### src/rtl/multisim_push_arb_pkg.sv
// Shared types and helpers for the multisim push-channel arbiter.
// Provides the arbiter state type, ID width helper and round-robin pick function.
package multisim_push_arb_pkg;

    localparam int unsigned MAX_REQ      = 32;
    localparam int unsigned MAX_IDX_W    = 5;
    localparam int unsigned MIN_ID_WIDTH = 1;

    typedef enum logic {
        IDLE   = 1'b0,
        LOCKED = 1'b1
    } arb_state_e;

    // Source-tag width: ceil(log2(n)), never below one bit.
    function automatic int unsigned id_width(input int unsigned n);
        int unsigned w;
        w = 32'($clog2(n));
        return (w < MIN_ID_WIDTH) ? MIN_ID_WIDTH : w;
    endfunction

    // First valid requester at or after ptr, wrapping by explicit compare against n.
    function automatic logic [MAX_REQ-1:0] rr_pick(input logic [MAX_REQ-1:0] vld,
                                                   input int unsigned        ptr,
                                                   input int unsigned        n);
        logic [MAX_REQ-1:0] grant;
        logic               found;
        int unsigned        idx;
        grant = '0;
        found = 1'b0;
        for (int unsigned k = 0; k < MAX_REQ; k++) begin
            idx = ptr + k;
            if (idx >= n) begin
                idx = idx - n;
            end
            if (k < n && !found && vld[MAX_IDX_W'(idx)]) begin
                grant[MAX_IDX_W'(idx)] = 1'b1;
                found                  = 1'b1;
            end
        end
        return grant;
    endfunction

endpackage

### src/rtl/multisim_push_arbiter_picker.sv
// Combinational round-robin priority select: valid vector and pointer in,
// one-hot grant and its index out. Shared by push- and pull-side arbiters.
module multisim_rr_picker
    import multisim_push_arb_pkg::*;
#(
    parameter int unsigned NUM_REQ  = 4,
    parameter int unsigned ID_WIDTH = 2
) (
    input  logic [NUM_REQ-1:0]  vld,
    input  logic [ID_WIDTH-1:0] ptr,
    output logic [NUM_REQ-1:0]  grant_c,
    output logic [ID_WIDTH-1:0] idx_c
);

    always_comb begin
        grant_c = NUM_REQ'(rr_pick(MAX_REQ'(vld), 32'(ptr), NUM_REQ));
        idx_c   = '0;
        for (int unsigned i = 0; i < NUM_REQ; i++) begin
            if (grant_c[ID_WIDTH'(i)]) begin
                idx_c = ID_WIDTH'(i);
            end
        end
    end

endmodule

### src/rtl/multisim_push_arbiter.sv
// Round-robin, message-atomic arbiter sharing one multisim push channel among NUM_REQ requesters.
// Optional statistics/stability checking enabled by MULTISIM_PUSH_ARB_STATS_EN.
module multisim_push_arbiter
    import multisim_push_arb_pkg::*;
#(
    parameter int unsigned NUM_REQ    = 4,
    parameter int unsigned DATA_WIDTH = 64,
    parameter int unsigned ID_WIDTH   = id_width(NUM_REQ),
    parameter int unsigned OUT_WIDTH  = DATA_WIDTH + ID_WIDTH
) (
    input  logic                  clk,
    input  logic                  rst,
    input  logic [NUM_REQ-1:0]    req_vld,
    input  logic [NUM_REQ-1:0]    req_last,
    input  logic [DATA_WIDTH-1:0] req_data [NUM_REQ],
    output logic [NUM_REQ-1:0]    req_rdy,
    output logic                  out_vld,
    output logic [OUT_WIDTH-1:0]  out_data,
    input  logic                  out_rdy
`ifdef MULTISIM_PUSH_ARB_STATS_EN
    ,
    output logic [31:0]           beat_cnt [NUM_REQ],
    output logic [31:0]           stall_cnt
`endif
);

    arb_state_e            state_q,    state_d;
    logic [ID_WIDTH-1:0]   rr_ptr_q,   rr_ptr_d;
    logic [ID_WIDTH-1:0]   lock_id_q,  lock_id_d;
    logic                  out_vld_q,  out_vld_d;
    logic [OUT_WIDTH-1:0]  out_data_q, out_data_d;

    logic [NUM_REQ-1:0]    pick_grant;
    logic [ID_WIDTH-1:0]   pick_idx;
    logic [NUM_REQ-1:0]    lock_grant;
    logic [NUM_REQ-1:0]    grant;
    logic [ID_WIDTH-1:0]   sel_id;
    logic                  load_en;
    logic                  accept;

    multisim_rr_picker #(
        .NUM_REQ  (NUM_REQ),
        .ID_WIDTH (ID_WIDTH)
    ) u_picker (
        .vld     (req_vld),
        .ptr     (rr_ptr_q),
        .grant_c (pick_grant),
        .idx_c   (pick_idx)
    );

    // Grant selection, output-register load and lock/pointer next-state.
    always_comb begin
        state_d    = state_q;
        rr_ptr_d   = rr_ptr_q;
        lock_id_d  = lock_id_q;
        out_vld_d  = out_vld_q;
        out_data_d = out_data_q;

        lock_grant            = '0;
        lock_grant[lock_id_q] = 1'b1;
        grant   = (state_q == LOCKED) ? lock_grant : pick_grant;
        sel_id  = (state_q == LOCKED) ? lock_id_q  : pick_idx;
        load_en = !out_vld_q || out_rdy;
        req_rdy = (load_en && !rst) ? grant : '0;
        accept  = |(req_rdy & req_vld);

        if (accept) begin
            out_vld_d  = 1'b1;
            out_data_d = {sel_id, req_data[sel_id]};
            if (req_last[sel_id]) begin
                state_d  = IDLE;
                rr_ptr_d = (sel_id == ID_WIDTH'(NUM_REQ - 1)) ? '0 : sel_id + ID_WIDTH'(1);
            end else begin
                state_d   = LOCKED;
                lock_id_d = sel_id;
            end
        end else if (out_rdy) begin
            out_vld_d = 1'b0;
        end
    end

    always_ff @(posedge clk) begin
        if (rst) begin
            state_q    <= IDLE;
            rr_ptr_q   <= '0;
            lock_id_q  <= '0;
            out_vld_q  <= 1'b0;
            out_data_q <= '0;
        end else begin
            state_q    <= state_d;
            rr_ptr_q   <= rr_ptr_d;
            lock_id_q  <= lock_id_d;
            out_vld_q  <= out_vld_d;
            out_data_q <= out_data_d;
        end
    end

    assign out_vld  = out_vld_q;
    assign out_data = out_data_q;

`ifdef MULTISIM_PUSH_ARB_STATS_EN
    logic [31:0] beat_cnt_q [NUM_REQ];
    logic [31:0] beat_cnt_d [NUM_REQ];
    logic [31:0] stall_cnt_q, stall_cnt_d;

    // Per-requester beat counters wrap; stall counter saturates.
    always_comb begin
        stall_cnt_d = stall_cnt_q;
        if (out_vld_q && !out_rdy && stall_cnt_q != '1) begin
            stall_cnt_d = stall_cnt_q + 32'd1;
        end
        for (int unsigned i = 0; i < NUM_REQ; i++) begin
            beat_cnt_d[i] = beat_cnt_q[i] + 32'(req_vld[ID_WIDTH'(i)] && req_rdy[ID_WIDTH'(i)]);
        end
    end

    always_ff @(posedge clk) begin
        if (rst) begin
            stall_cnt_q <= '0;
            for (int unsigned i = 0; i < NUM_REQ; i++) begin
                beat_cnt_q[i] <= '0;
            end
        end else begin
            stall_cnt_q <= stall_cnt_d;
            for (int unsigned i = 0; i < NUM_REQ; i++) begin
                beat_cnt_q[i] <= beat_cnt_d[i];
            end
        end
    end

    assign beat_cnt  = beat_cnt_q;
    assign stall_cnt = stall_cnt_q;

    for (genvar gi = 0; gi < NUM_REQ; gi++) begin : g_stable
        a_req_stable : assert property (@(posedge clk) disable iff (rst)
            (req_vld[gi] && !req_rdy[gi]) |=>
            (!req_vld[gi] || (req_data[gi] == $past(req_data[gi]) && req_last[gi] == $past(req_last[gi]))));
    end
`endif

endmodule

### config.mk
export PLATFORM = sky130hd
export DESIGN_NAME = multisim_push_arbiter
export DESIGN_NICKNAME = d
export VERILOG_FILES = /design/src/rtl/multisim_push_arb_pkg.sv /design/src/rtl/multisim_push_arbiter_picker.sv /design/src/rtl/multisim_push_arbiter.sv
export SDC_FILE = /design/constraint.sdc
export NUM_CORES = 1
export LEC_CHECK = 0
export CAP_MARGIN = 20
export CORE_AREA = 2 2 133 135
export DETAILED_ROUTE_END_ITERATION = 7
export DIE_AREA = 0 0 135 137
export DONT_BUFFER_PORTS = 1
export PLACE_DENSITY = 0.41
export SETUP_SLACK_MARGIN = 0.15
export SLEW_MARGIN = 20
export SYNTH_ARGS = -nofsm -noshare
export SYNTH_HDL_FRONTEND = slang
export SYNTH_SLANG_ARGS = --single-unit
### constraint.sdc
create_clock -name clk -period 7.75 [get_ports clk]
set_input_delay 1.55 -clock clk [delete_from_list [all_inputs] [get_ports clk]]
set_output_delay 1.55 -clock clk [all_outputs]
set_load 0.1 [all_outputs]
# After elaboration in Yosys (flattened, before gate mapping)
# Cells that the tools add are included.
dict set report classes {
  n_mux 44
  add_sub_neg 8
  order_cmp 16
  n_eq_ne 1
  bitwise 6
  reduce_logical 19
}
# operator count
set ops {}
lappend ops {{64-bit binary-select mux with 2-bit select} 1}
lappend ops {{64-bit two-way mux} 2}
lappend ops {{32-bit by 3-bit greater-or-equal comparator with 1-bit output, second input constant} 3}
lappend ops {{5-bit by 6-bit less-than comparator with 1-bit output, second input constant} 4}
lappend ops {{4-bit two-way mux} 6}
lappend ops {{1-bit binary-select mux with 5-bit select} 4}
lappend ops {{1-bit demux with 5-bit select} 4}
lappend ops {{5-bit by 1-bit greater-or-equal comparator with 1-bit output, second input constant} 4}
lappend ops {{5-bit two-way mux} 4}
lappend ops {{1-bit two-way mux} 17}
lappend ops {{5-bit by 3-bit subtractor with 5-bit output, second input constant} 3}
lappend ops {{4-bit bitwise OR} 3}
lappend ops {{1-bit logical AND} 9}
lappend ops {{2-bit two-way mux} 4}
lappend ops {{2-bit by 2-bit adder with 3-bit output, second input constant} 2}
lappend ops {{2-bit by 3-bit less-than comparator with 1-bit output, second input constant} 2}
lappend ops {{1-bit zero test} 5}
lappend ops {{4-bit bitwise AND} 1}
lappend ops {{2-bit AND reduction} 2}
lappend ops {{4-bit OR reduction} 1}
lappend ops {{2-bit by 3-bit subtractor with 4-bit output, second input constant} 1}
lappend ops {{2-bit by 1-bit adder with 3-bit output, second input constant} 1}
lappend ops {{2-bit by 3-bit greater-or-equal comparator with 1-bit output, second input constant} 1}
lappend ops {{3-bit greater-or-equal comparator, second input constant} 1}
lappend ops {{other kinds (9)} 9}
dict set report word_totals {
  reg_bits 72
  input_bits 267
  out_inout_bits 71
  wordCells 99
}

# Longest topological paths before layout
# Gate-level depths: netlist (run 1).
dict set report logic_depth {
  ltp_word 22
  mapped_depth 15
  ltp_nobuf 11
}

# Hierarchy
# A second synthesis (run 1) with hierarchy kept.
dict set report unflattened {
  hier_cells 469
  area_unflattened_um2 4744.6
}
# mod seq_area_each_um2 area_each_um2 cells_each instances
set by_module_without_submodules {}
lappend by_module_without_submodules {multisim_push_arbiter 1441.4 4262.8 415 1}
lappend by_module_without_submodules {multisim_rr_picker 0.0 481.7 54 1}

# Least setup slack after synthesis (run 1)
# No wires, ideal clock.
dict set report synth_path {
  path_kind {input to output}
  start {in req_vld[3]}
  end {out req_rdy[1]}
  path_buffers 1
  cell_stages 7
  required_ns 6.200
  t_arrival_ns 4.273
  slack_ns 1.927
  cell_sequence {clkbuf_2 > nand2b_1 > mux4_2 > nor3_1 > a32o_1 > o21ai_0 > a21oi_1}
}
dict set report synth_between {
  elab_chain_cells 14
  elab_cells_between_ends 26
  cone_classes {mux (17); bitwise (3); reduce/logical (6)}
}
# item line
set synth_lines {}
lappend synth_lines {{from (decl)} multisim_push_arbiter.sv:13} ;# input logic [NUM_REQ-1:0] req_vld,
lappend synth_lines {{1-bit binary-select mux with 5-bit select} multisim_push_arb_pkg.sv:35} ;# if (k < n && !found && vld[MAX_IDX_W'(idx)]) begin
lappend synth_lines {{1-bit two-way mux (implied by the code)} multisim_push_arb_pkg.sv:35}
lappend synth_lines {{1-bit two-way mux} multisim_push_arb_pkg.sv:35}
lappend synth_lines {{1-bit zero test} multisim_push_arb_pkg.sv:35}
lappend synth_lines {{1-bit logical AND} multisim_push_arb_pkg.sv:35}
lappend synth_lines {{1-bit two-way mux} multisim_push_arb_pkg.sv:35}
lappend synth_lines {{1-bit zero test} multisim_push_arb_pkg.sv:35}
lappend synth_lines {{1-bit logical AND} multisim_push_arb_pkg.sv:35}
lappend synth_lines {{1-bit two-way mux} multisim_push_arb_pkg.sv:35}
lappend synth_lines {{1-bit zero test} multisim_push_arb_pkg.sv:35}
lappend synth_lines {{1-bit logical AND} multisim_push_arb_pkg.sv:35}
lappend synth_lines {{4-bit two-way mux (*)} multisim_push_arb_pkg.sv:35}
lappend synth_lines {{4-bit two-way mux (*)} multisim_push_arbiter.sv:61} ;# grant = (state_q == LOCKED) ? lock_grant : pick_grant;
lappend synth_lines {{4-bit two-way mux (*)} multisim_push_arbiter.sv:64} ;# req_rdy = (load_en && !rst) ? grant : '0;
lappend synth_lines {{to (decl)} multisim_push_arbiter.sv:16} ;# output logic [NUM_REQ-1:0] req_rdy,
# Mark *: on every way between the ends. The rest lies on a longest branch, timed or not. The select of a mux whose other input is x is not followed.

# Worst setup path after layout (run 1)
dict set report layout_path {
  start {reg rr_ptr_q[0]}
  end {out req_rdy[2]}
}
dict set report layout_between {
  elab_chain_cells 16
  elab_cells_between_ends 61
  cone_classes {add/sub (7); order compare (12); mux (29); bitwise (3); reduce/logical (10)}
}
# item line
set layout_lines {}
lappend layout_lines {{from (decl)} multisim_push_arbiter.sv:28} ;# logic [ID_WIDTH-1:0] rr_ptr_q, rr_ptr_d;
lappend layout_lines {{from (signal assigned)} multisim_push_arbiter.sv:91} ;# rr_ptr_q <= rr_ptr_d;
lappend layout_lines {{branches (longest 13 deep; another with 32-bit by 3-bit greater-or-equal comparator with 1-bit output)} -}
lappend layout_lines {{4-bit two-way mux (*)} multisim_push_arb_pkg.sv:35}
lappend layout_lines {{4-bit two-way mux (*)} multisim_push_arbiter.sv:61}
lappend layout_lines {{4-bit two-way mux (*)} multisim_push_arbiter.sv:64}
# Mark *: on every way between the ends. The select of a mux whose other input is x is not followed.

==> impl_results.html, run 1 <==
<table>
<tr><th>Metric</th><th>Value</th></tr>
<tr><th colspan="2">Status</th></tr>
<tr><td>Result of the run</td><td>completed</td></tr>
<tr><th colspan="2">Floorplanning</th></tr>
<tr><td>Die height</td><td>137 um</td></tr>
<tr><td>Total Die Area</td><td>18500 sq um</td></tr>
<tr><td>Top-level I/O count</td><td>338</td></tr>
<tr><td>Initial core utilization</td><td>0.3056</td></tr>
<tr><td>Core area</td><td>17060 sq um</td></tr>
<tr><td>Number of placement rows</td><td>48</td></tr>
<tr><td>Width of the chip</td><td>135 um</td></tr>
<tr><th colspan="2">Timing</th></tr>
<tr><td>Sum of negative setup slack</td><td>0 ps</td></tr>
<tr><td>Worst Tran Pin Value</td><td>1115 ps</td></tr>
<tr><td>Worst slew margin</td><td>0.2560</td></tr>
<tr><td>Number of pins exceeding their max-slew limit in the final report</td><td>0</td></tr>
<tr><td>Final setup violation count</td><td>0</td></tr>
<tr><td>Number of hold violations in the final report</td><td>0</td></tr>
<tr><td>Layout Skew</td><td>4.749 ps</td></tr>
<tr><td>Maximum achievable frequency</td><td>182.1 MHz</td></tr>
<tr><td>Setup repair after global routing missed its margin</td><td>no</td></tr>
<tr><td>Final clock period utilization by the worst path</td><td>0.7085</td></tr>
<tr><td>Shortest clock period the worst path allows after layout</td><td>5491 ps</td></tr>
<tr><th colspan="2">Pwr</th></tr>
<tr><td>Lkg Pwr</td><td>0.002491 uW</td></tr>
<tr><td>Total power divided by cell area</td><td>646.8 nW/um^2</td></tr>
<tr><td>Worst vdd rail ir drop</td><td>0.0001873 V</td></tr>
<tr><th colspan="2">Critical path</th></tr>
<tr><td>Required time of the worst setup path</td><td>6200 ps</td></tr>
<tr><td>Setup crit end kind</td><td>primary output</td></tr>
<tr><td>Crit Path Class</td><td>reg2out</td></tr>
<tr><td>Worst Path Arrival</td><td>3940 ps</td></tr>
<tr><td>Kind of start point of the critical path</td><td>flip-flop</td></tr>
<tr><td>Maximum fanout along the worst path</td><td>14</td></tr>
<tr><th colspan="2">Clocking</th></tr>
<tr><td>Clock-pin slew on the worst setup and hold paths</td><td>60 ps</td></tr>
<tr><td>Root buffer selected by CTS</td><td>clkbuf_16</td></tr>
<tr><td>CTS tree</td><td>done</td></tr>
<tr><td>Clk Latency, worst-skew pair</td><td>340 ps</td></tr>
<tr><td>Number of H-tree branching levels</td><td>3</td></tr>
<tr><td>CTS buffer count</td><td>9</td></tr>
<tr><td>Number of sinks on the clock net</td><td>72</td></tr>
<tr><td>Post-cts resize count</td><td>0</td></tr>
<tr><td>Post-CTS Hold Buffers</td><td>0</td></tr>
<tr><td>Maximum clock path buffer count</td><td>2</td></tr>
<tr><td>Buffers inserted by post-CTS timing repair</td><td>0</td></tr>
<tr><th colspan="2">Synth</th></tr>
<tr><td>Number of different library cells in the post-synthesis netlist</td><td>51</td></tr>
<tr><td>Instance count of the mapped netlist</td><td>772</td></tr>
<tr><td>Register area share after synthesis</td><td>0.2765</td></tr>
<tr><td>Cell types occupying the most area after synthesis</td><td>dfxtp_1 28%, nand2_1 20%, nand3_1 12%</td></tr>
<tr><td>Post-synthesis instance area</td><td>5212 sq um</td></tr>
<tr><td>Ys Warns</td><td>0</td></tr>
<tr><td>Primary flip-flop cell chosen by synthesis mapping</td><td>dfxtp_1</td></tr>
<tr><td>Number of synthesized register bits</td><td>72</td></tr>
<tr><td>Synth Net Count</td><td>1046</td></tr>
<tr><td>Most used standard cell by instance count after synthesis</td><td>nand2_1</td></tr>
<tr><td>Number of enable-type register cells in the synthesized netlist</td><td>0</td></tr>
<tr><td>Top cells by instance count after synthesis</td><td>274 x nand2_1, 128 x nand3_1, 72 x dfxtp_1</td></tr>
<tr><td>Top cell type's share of synthesized area</td><td>0.2765</td></tr>
<tr><td>Synth Area per Inst</td><td>6.752 sq um</td></tr>
<tr><td>Async set-or-reset flop fraction in the synthesized netlist</td><td>0</td></tr>
<tr><td>Top cell type by total area after synthesis</td><td>dfxtp_1</td></tr>
<tr><th colspan="2">Route</th></tr>
<tr><td>Antenna Violating Nets Remaining</td><td>0</td></tr>
<tr><td>Drt pass-1 iters</td><td>4</td></tr>
<tr><td>DRC marker count from the first detailed-route iteration</td><td>253</td></tr>
<tr><td>Average routed wire per standard cell</td><td>19.93 um</td></tr>
<tr><td>Number of vias in the routed layout</td><td>5283</td></tr>
<tr><td>Routed via count divided by cell count</td><td>5.561</td></tr>
<tr><td>Total wire length</td><td>18940 um</td></tr>
<tr><td>Drc violations</td><td>0</td></tr>
<tr><th colspan="2">Cells and area</th></tr>
<tr><td>Area of all placed cells without fillers</td><td>5559 sq um</td></tr>
<tr><td>Final antenna diode count</td><td>0</td></tr>
<tr><td>Syn-to-layout area delta</td><td>6.649%</td></tr>
<tr><td>Share of final-layout standard cells stronger than drive strength 1</td><td>0.08966</td></tr>
<tr><td>Final net count</td><td>994</td></tr>
<tr><th colspan="2">GRT</th></tr>
<tr><td>Global-route layer with the greatest usage</td><td>met2</td></tr>
<tr><td>Total global routing track utilization</td><td>0.1910</td></tr>
<tr><td>Via count of the first global-routing pass</td><td>5121</td></tr>
<tr><td>Number of antenna violations at the first check in global routing</td><td>0</td></tr>
<tr><td>Met3 Usage GRT</td><td>0.05148</td></tr>
<tr><td>Largest net degree at the start of global routing</td><td>104</td></tr>
<tr><td>Met2 capacity usage during global routing</td><td>0.3455</td></tr>
<tr><td>Met1 routing resource usage after global routing</td><td>0.2124</td></tr>
<tr><td>First-pass GRT wire length</td><td>27430 um</td></tr>
<tr><td>Overall overflow remaining after global route</td><td>0</td></tr>
<tr><th colspan="2">Min path</th></tr>
<tr><td>Hold crit path type</td><td>reg2reg</td></tr>
<tr><th colspan="2">Run</th></tr>
<tr><td>Max capacitance violation total</td><td>0</td></tr>
<tr><th colspan="2">Placed design</th></tr>
<tr><td>I/O Buffers</td><td>0</td></tr>
<tr><td>Post-DP Area</td><td>5274 sq um</td></tr>
<tr><td>Half-perimeter wire length after placement</td><td>13600 um</td></tr>
<tr><td>Global placement routability congestion</td><td>0.8263</td></tr>
</table>
flip-flops by register name, summed over array words and instances (netlist names):
signal / cells
rr_ptr_q: 2
out_vld: 1
state_q: 1
lock_id_q: 2
out_data: 66
report_power, final:
| part | total [uW] | switching [uW] | internal [uW] |
|---|---|---|---|
| logic | 1710 | 1120 | 593 |
| registers | 1480 | 965 | 510 |
| clock network | 408 | 173 | 235 |
| total | 3600 | 2260 | 1340 |
area by class of cell:
type / count / area (sq um)
multi-input combinational: 623 / 3472
sequential: 72 / 1441
clock inverter: 4 / 28.78
timing repair buffer: 7 / 52.55
tap: 225 / 281.5
clock buffer: 12 / 256.5
fill: 1889 / 11500
inverter: 7 / 26.28
cell families after synthesis:
logic type | Yosys count | synth area share
XOR/XNOR | 1 | 0.001681
AND/OR/NAND/NOR | 502 | 0.4398
adder cells (fa/ha/maj) | 7 | 0.01680
buffers and inverters | 77 | 0.06529
flip-flops | 72 | 0.2765
AO/OA/AOI/OAI | 98 | 0.1587
multiplexers | 15 | 0.04129
metal layers:
layer	vias to the layer above	share of wire
met2	221	0.50
met3	28	0.074
met4	0	0.027
met5	-	0
met1	2457	0.39
li1	2577	-
worst paths after layout:
check / start / end / slack (ps) / cells past startpoint
setup / recovery: rr_ptr_q[0]$_SDFFE_PP0P_ / req_rdy[2] / 2260 / 9
hold / removal: lock_id_q[0]$_SDFFE_PP0P_ / lock_id_q[0]$_SDFFE_PP0P_ / 530 / 2
setup reg to reg: rr_ptr_q[0]$_SDFFE_PP0P_ / lock_id_q[1]$_SDFFE_PP0P_ / 2920 / 12
hold reg to reg: lock_id_q[0]$_SDFFE_PP0P_ / lock_id_q[0]$_SDFFE_PP0P_ / 530 / 2
worst max-delay path: stages (launching register included):
cell and delay, ps:
dfxtp_1 730, inv_2 140, ha_1 550, nor2_1 90, or4_1 400, a21boi_1 320
a32oi_1 180, nand2_1 210, mux2i_1 120, nor2_2 850
stage by stage:
stage               instances  hold slack, ps  worst slack (ps)  total power [uW]    util
floorplan                 772           477.2              1927              2850       -
global placement          934           508.7              2444              3218  0.3092
detailed placement        934           521.6              2432              3241  0.3092
CTS                       950           530.9              2240              3665  0.3259
global route              950           584.4              1972              3854  0.3259
finish                    950           529.6              2259              3596  0.3259
placed cells by master (no fill, tap or decap), drive strengths merged, types with 4 or more instances in the layout:
cell type / count
nor2: 9
dfxtp: 72
mux4: 4
and3: 65
nand2b: 7
nand3: 128
ha: 7
inv: 6
clkbuf: 12
nand2: 274
buf: 7
mux2i: 8
a31o: 64
a21oi: 7
nor2b: 4
Note: power is estimated with default switching activity, not from simulation.
==> run 2: changes to the inputs <==
Settings changed: PLACE_DENSITY 0.41 to 0.43.
Clock period 7.75 ns to 4.62 ns, I/O delays scaled along.
==> run 2 against run 1 <==
Net effect:
- count of clock-buffer cells in the layout down 1
- largest power group unchanged
- highest routed layer unchanged
- non-clock buffer count increased by 9
- core utilization increased by 0.48 points
==> impl_results.html, run 2 (synthesis results as in run 1) <==
<table>
<tr><th>Metric</th><th>Value</th></tr>
<tr><th colspan="2">Cells and area</th></tr>
<tr><td>Final net count</td><td>1003 (+0.91%)</td></tr>
<tr><td>Area of the multi-input gates</td><td>3472 sq um (unchanged)</td></tr>
<tr><td>Syn-to-layout area delta</td><td>8.233%</td></tr>
<tr><td>Number of flip-flops under the largest register name</td><td>66 (unchanged)</td></tr>
<tr><td>Most common library cell in the layout ignoring fill and taps</td><td>nand2_1</td></tr>
<tr><td>Most frequent cells in the layout</td><td>274 x nand2_1, 128 x nand3_1, 72 x dfxtp_1</td></tr>
<tr><td>Share of final-layout standard cells stronger than drive strength 1</td><td>0.09959 (+0.009936)</td></tr>
<tr><td>Final antenna diode count</td><td>0 (unchanged)</td></tr>
<tr><td>Fill cells</td><td>1871 (-0.95%)</td></tr>
<tr><td>Area used by sequential logic in the layout</td><td>1441 sq um (unchanged)</td></tr>
<tr><th colspan="2">Timing</th></tr>
<tr><td>Number of pins exceeding their max-slew limit in the final report</td><td>0 (unchanged)</td></tr>
<tr><td>Number of hold violations in the final report</td><td>0 (unchanged)</td></tr>
<tr><td>Shortest clock period the worst path allows after layout</td><td>4244 ps</td></tr>
<tr><td>Layout Skew</td><td>7.311 ps (+2.562 ps)</td></tr>
<tr><td>Setup repair after global routing missed its margin</td><td>no</td></tr>
<tr><td>Worst Tran Pin Value</td><td>1059 ps (-55.56 ps)</td></tr>
<tr><td>Maximum achievable frequency</td><td>235.6 MHz</td></tr>
<tr><td>Worst slew margin</td><td>0.2928 (+0.03687)</td></tr>
<tr><td>Final setup violation count</td><td>0 (unchanged)</td></tr>
<tr><td>Sum of negative setup slack</td><td>0 ps (unchanged)</td></tr>
<tr><td>Final clock period utilization by the worst path</td><td>0.9185</td></tr>
<tr><th colspan="2">Placed design</th></tr>
<tr><td>Half-perimeter wire length after placement</td><td>13560 um (-0.28%)</td></tr>
<tr><td>Global placement routability congestion</td><td>0.8422 (+1.9%)</td></tr>
<tr><td>I/O Buffers</td><td>0 (unchanged)</td></tr>
<tr><th colspan="2">Clocking</th></tr>
<tr><td>Post-cts resize count</td><td>0 (unchanged)</td></tr>
<tr><td>Number of H-tree branching levels</td><td>3 (unchanged)</td></tr>
<tr><td>Maximum clock path buffer count</td><td>2 (unchanged)</td></tr>
<tr><td>Post-CTS Hold Buffers</td><td>0 (unchanged)</td></tr>
<tr><td>Root buffer selected by CTS</td><td>clkbuf_16</td></tr>
<tr><td>Buffers inserted by post-CTS timing repair</td><td>0 (unchanged)</td></tr>
<tr><td>Clk Latency, worst-skew pair</td><td>330 ps (about the same)</td></tr>
<tr><td>Clock-pin slew on the worst setup and hold paths</td><td>60 ps (about the same)</td></tr>
<tr><td>CTS buffer count</td><td>9 (unchanged)</td></tr>
<tr><td>CTS tree</td><td>done</td></tr>
<tr><td>Number of sinks on the clock net</td><td>72 (unchanged)</td></tr>
<tr><th colspan="2">Critical path</th></tr>
<tr><td>Required time of the worst setup path</td><td>3700 ps (-2500 ps)</td></tr>
<tr><td>Worst R2R Path Depth</td><td>11 (-1)</td></tr>
<tr><td>Kind of start point of the critical path</td><td>flip-flop</td></tr>
<tr><td>Maximum fanout along the worst path</td><td>9 (-5)</td></tr>
<tr><td>Worst r2r src</td><td>rr_ptr_q[1]$_SDFFE_PP0P_</td></tr>
<tr><td>Crit Path Class</td><td>reg2out</td></tr>
<tr><td>Launch point of the critical path</td><td>rr_ptr_q[1]$_SDFFE_PP0P_</td></tr>
<tr><td>Worst Path Arrival</td><td>3320 ps (-620 ps)</td></tr>
<tr><td>Reg2reg setup slack</td><td>630 ps (-2290 ps)</td></tr>
<tr><td>Delay contributed by the slowest stage of the critical path</td><td>560 ps (-290 ps)</td></tr>
<tr><td>Critical path endpoint</td><td>req_rdy[2]</td></tr>
<tr><td>Slowest stage cell, crit path</td><td>ha_1</td></tr>
<tr><td>RR Endpoint</td><td>out_data[38]$_SDFFE_PP0P_</td></tr>
<tr><td>Cells traversed along the worst timing path</td><td>inv_1 &gt; ha_1 &gt; nor2_1 &gt; or4_1 &gt; a21boi_1 &gt; a32oi_1 &gt; nand2_1 &gt; mux2i_1 &gt; nor2_2 &gt; buf_4</td></tr>
<tr><td>Setup crit end kind</td><td>primary output</td></tr>
<tr><th colspan="2">Route</th></tr>
<tr><td>Average routed wire per standard cell</td><td>18.92 um (-5.1%)</td></tr>
<tr><td>Drt pass-1 iters</td><td>4 (unchanged)</td></tr>
<tr><td>Drc violations</td><td>0 (unchanged)</td></tr>
<tr><td>Routed via count divided by cell count</td><td>5.659 (+1.8%)</td></tr>
<tr><td>Antenna Violating Nets Remaining</td><td>0 (unchanged)</td></tr>
<tr><td>Total wire length</td><td>18120 um (-4.3%)</td></tr>
<tr><td>DRC marker count from the first detailed-route iteration</td><td>415 (+64%)</td></tr>
<tr><td>Number of vias in the routed layout</td><td>5421 (+2.6%)</td></tr>
<tr><th colspan="2">GRT</th></tr>
<tr><td>Number of antenna violations at the first check in global routing</td><td>0 (unchanged)</td></tr>
<tr><td>Via count of the first global-routing pass</td><td>4968 (-3.0%)</td></tr>
<tr><td>Largest net degree at the start of global routing</td><td>68 (-35%)</td></tr>
<tr><td>Overall overflow remaining after global route</td><td>0 (unchanged)</td></tr>
<tr><td>First-pass GRT wire length</td><td>26300 um (-4.1%)</td></tr>
<tr><td>Total global routing track utilization</td><td>0.1819 (-0.009120)</td></tr>
<tr><th colspan="2">Floorplanning</th></tr>
<tr><td>Width of the chip</td><td>135 um (unchanged)</td></tr>
<tr><td>Number of placement rows</td><td>48 (unchanged)</td></tr>
<tr><td>Initial core utilization</td><td>0.3056 (unchanged)</td></tr>
<tr><td>Total Die Area</td><td>18500 sq um (unchanged)</td></tr>
<tr><td>Die height</td><td>137 um (unchanged)</td></tr>
<tr><td>Core area</td><td>17060 sq um (unchanged)</td></tr>
<tr><td>Top-level I/O count</td><td>338 (unchanged)</td></tr>
<tr><th colspan="2">Pwr</th></tr>
<tr><td>Worst vdd rail ir drop</td><td>0.0004181 V (+120%)</td></tr>
<tr><td>Total power divided by cell area</td><td>1084 nW/um^2 (+68%)</td></tr>
<tr><td>Power after layout</td><td>6117 uW (+70%)</td></tr>
<tr><td>Lkg Pwr</td><td>0.002551 uW (+2.4%)</td></tr>
<tr><th colspan="2">Status</th></tr>
<tr><td>Result of the run</td><td>completed</td></tr>
<tr><th colspan="2">Run</th></tr>
<tr><td>Max capacitance violation total</td><td>0 (unchanged)</td></tr>
<tr><th colspan="2">Min path</th></tr>
<tr><td>Hold crit path type</td><td>reg2reg</td></tr>
</table>
==> run 2: how the worst min path moves through the flow <==
stage	from	to	depth (start not counted)
2_1_floorplan	lock_id_q[0]$_SDFFE_PP0P_	lock_id_q[0]$_SDFFE_PP0P_	2
3_3_place_gp	lock_id_q[0]$_SDFFE_PP0P_	lock_id_q[0]$_SDFFE_PP0P_	2
3_5_place_dp	lock_id_q[0]$_SDFFE_PP0P_	lock_id_q[0]$_SDFFE_PP0P_	2
4_1_cts	lock_id_q[0]$_SDFFE_PP0P_	lock_id_q[0]$_SDFFE_PP0P_	2
5_1_grt	lock_id_q[0]$_SDFFE_PP0P_	lock_id_q[0]$_SDFFE_PP0P_	2
6_report	lock_id_q[0]$_SDFFE_PP0P_	lock_id_q[0]$_SDFFE_PP0P_	2
==> run 2: per-layer routing <==
metal / track usage / part of all wire
met2: 0.3350 / 0.51
met1: 0.1954 / 0.39
met5: 0 / 0
met3: 0.05889 / 0.085
met4: 0.06308 / 0.022
==> run 2: area by class of cell <==
| type | instances | share of cell area |
|---|---|---|
| sequential | 72 | 0.2555 |
| timing repair buffer | 16 | 0.02351 |
| tap | 225 | 0.04990 |
| multi-input combinational | 623 | 0.6154 |
| inverter | 7 | 0.004657 |
| clock buffer | 11 | 0.04303 |
| clock inverter | 4 | 0.007984 |
==> run 2: where the power goes <==
group	internal, uW	switching, uW	leakage (uW)
clock network	427	265	0.000145
logic	1050	1940	0.00181
registers	857	1580	0.000596
total	2340	3780	0.00255
==> run 2: critical path: cells and delay by family (launching register included) <==
kind | cells | cell delay (ps)
buf+inv | 2 | 490
flops | 1 | 500
mux | 1 | 120
fa+ha+maj | 1 | 560
compound gates | 2 | 510
simple gates | 4 | 800
==> run 2: stage by stage <==
step | worst slack, ps | instance area, sq um | utilization | std cells | hold slack, ps
4_1_cts | 397.9 | 5642 | 0.3308 | 958 | 527.7
5_1_grt | 153.6 | 5642 | 0.3308 | 958 | 582.6
6_report | 376.4 | 5642 | 0.3308 | 958 | 532.8
2_1_floorplan | 268.9 | 5216 | - | 772 | 477.2
3_5_place_dp | 782.9 | 5354 | 0.3139 | 943 | 517.1
3_3_place_gp | 826.3 | 5354 | 0.3139 | 943 | 518.5
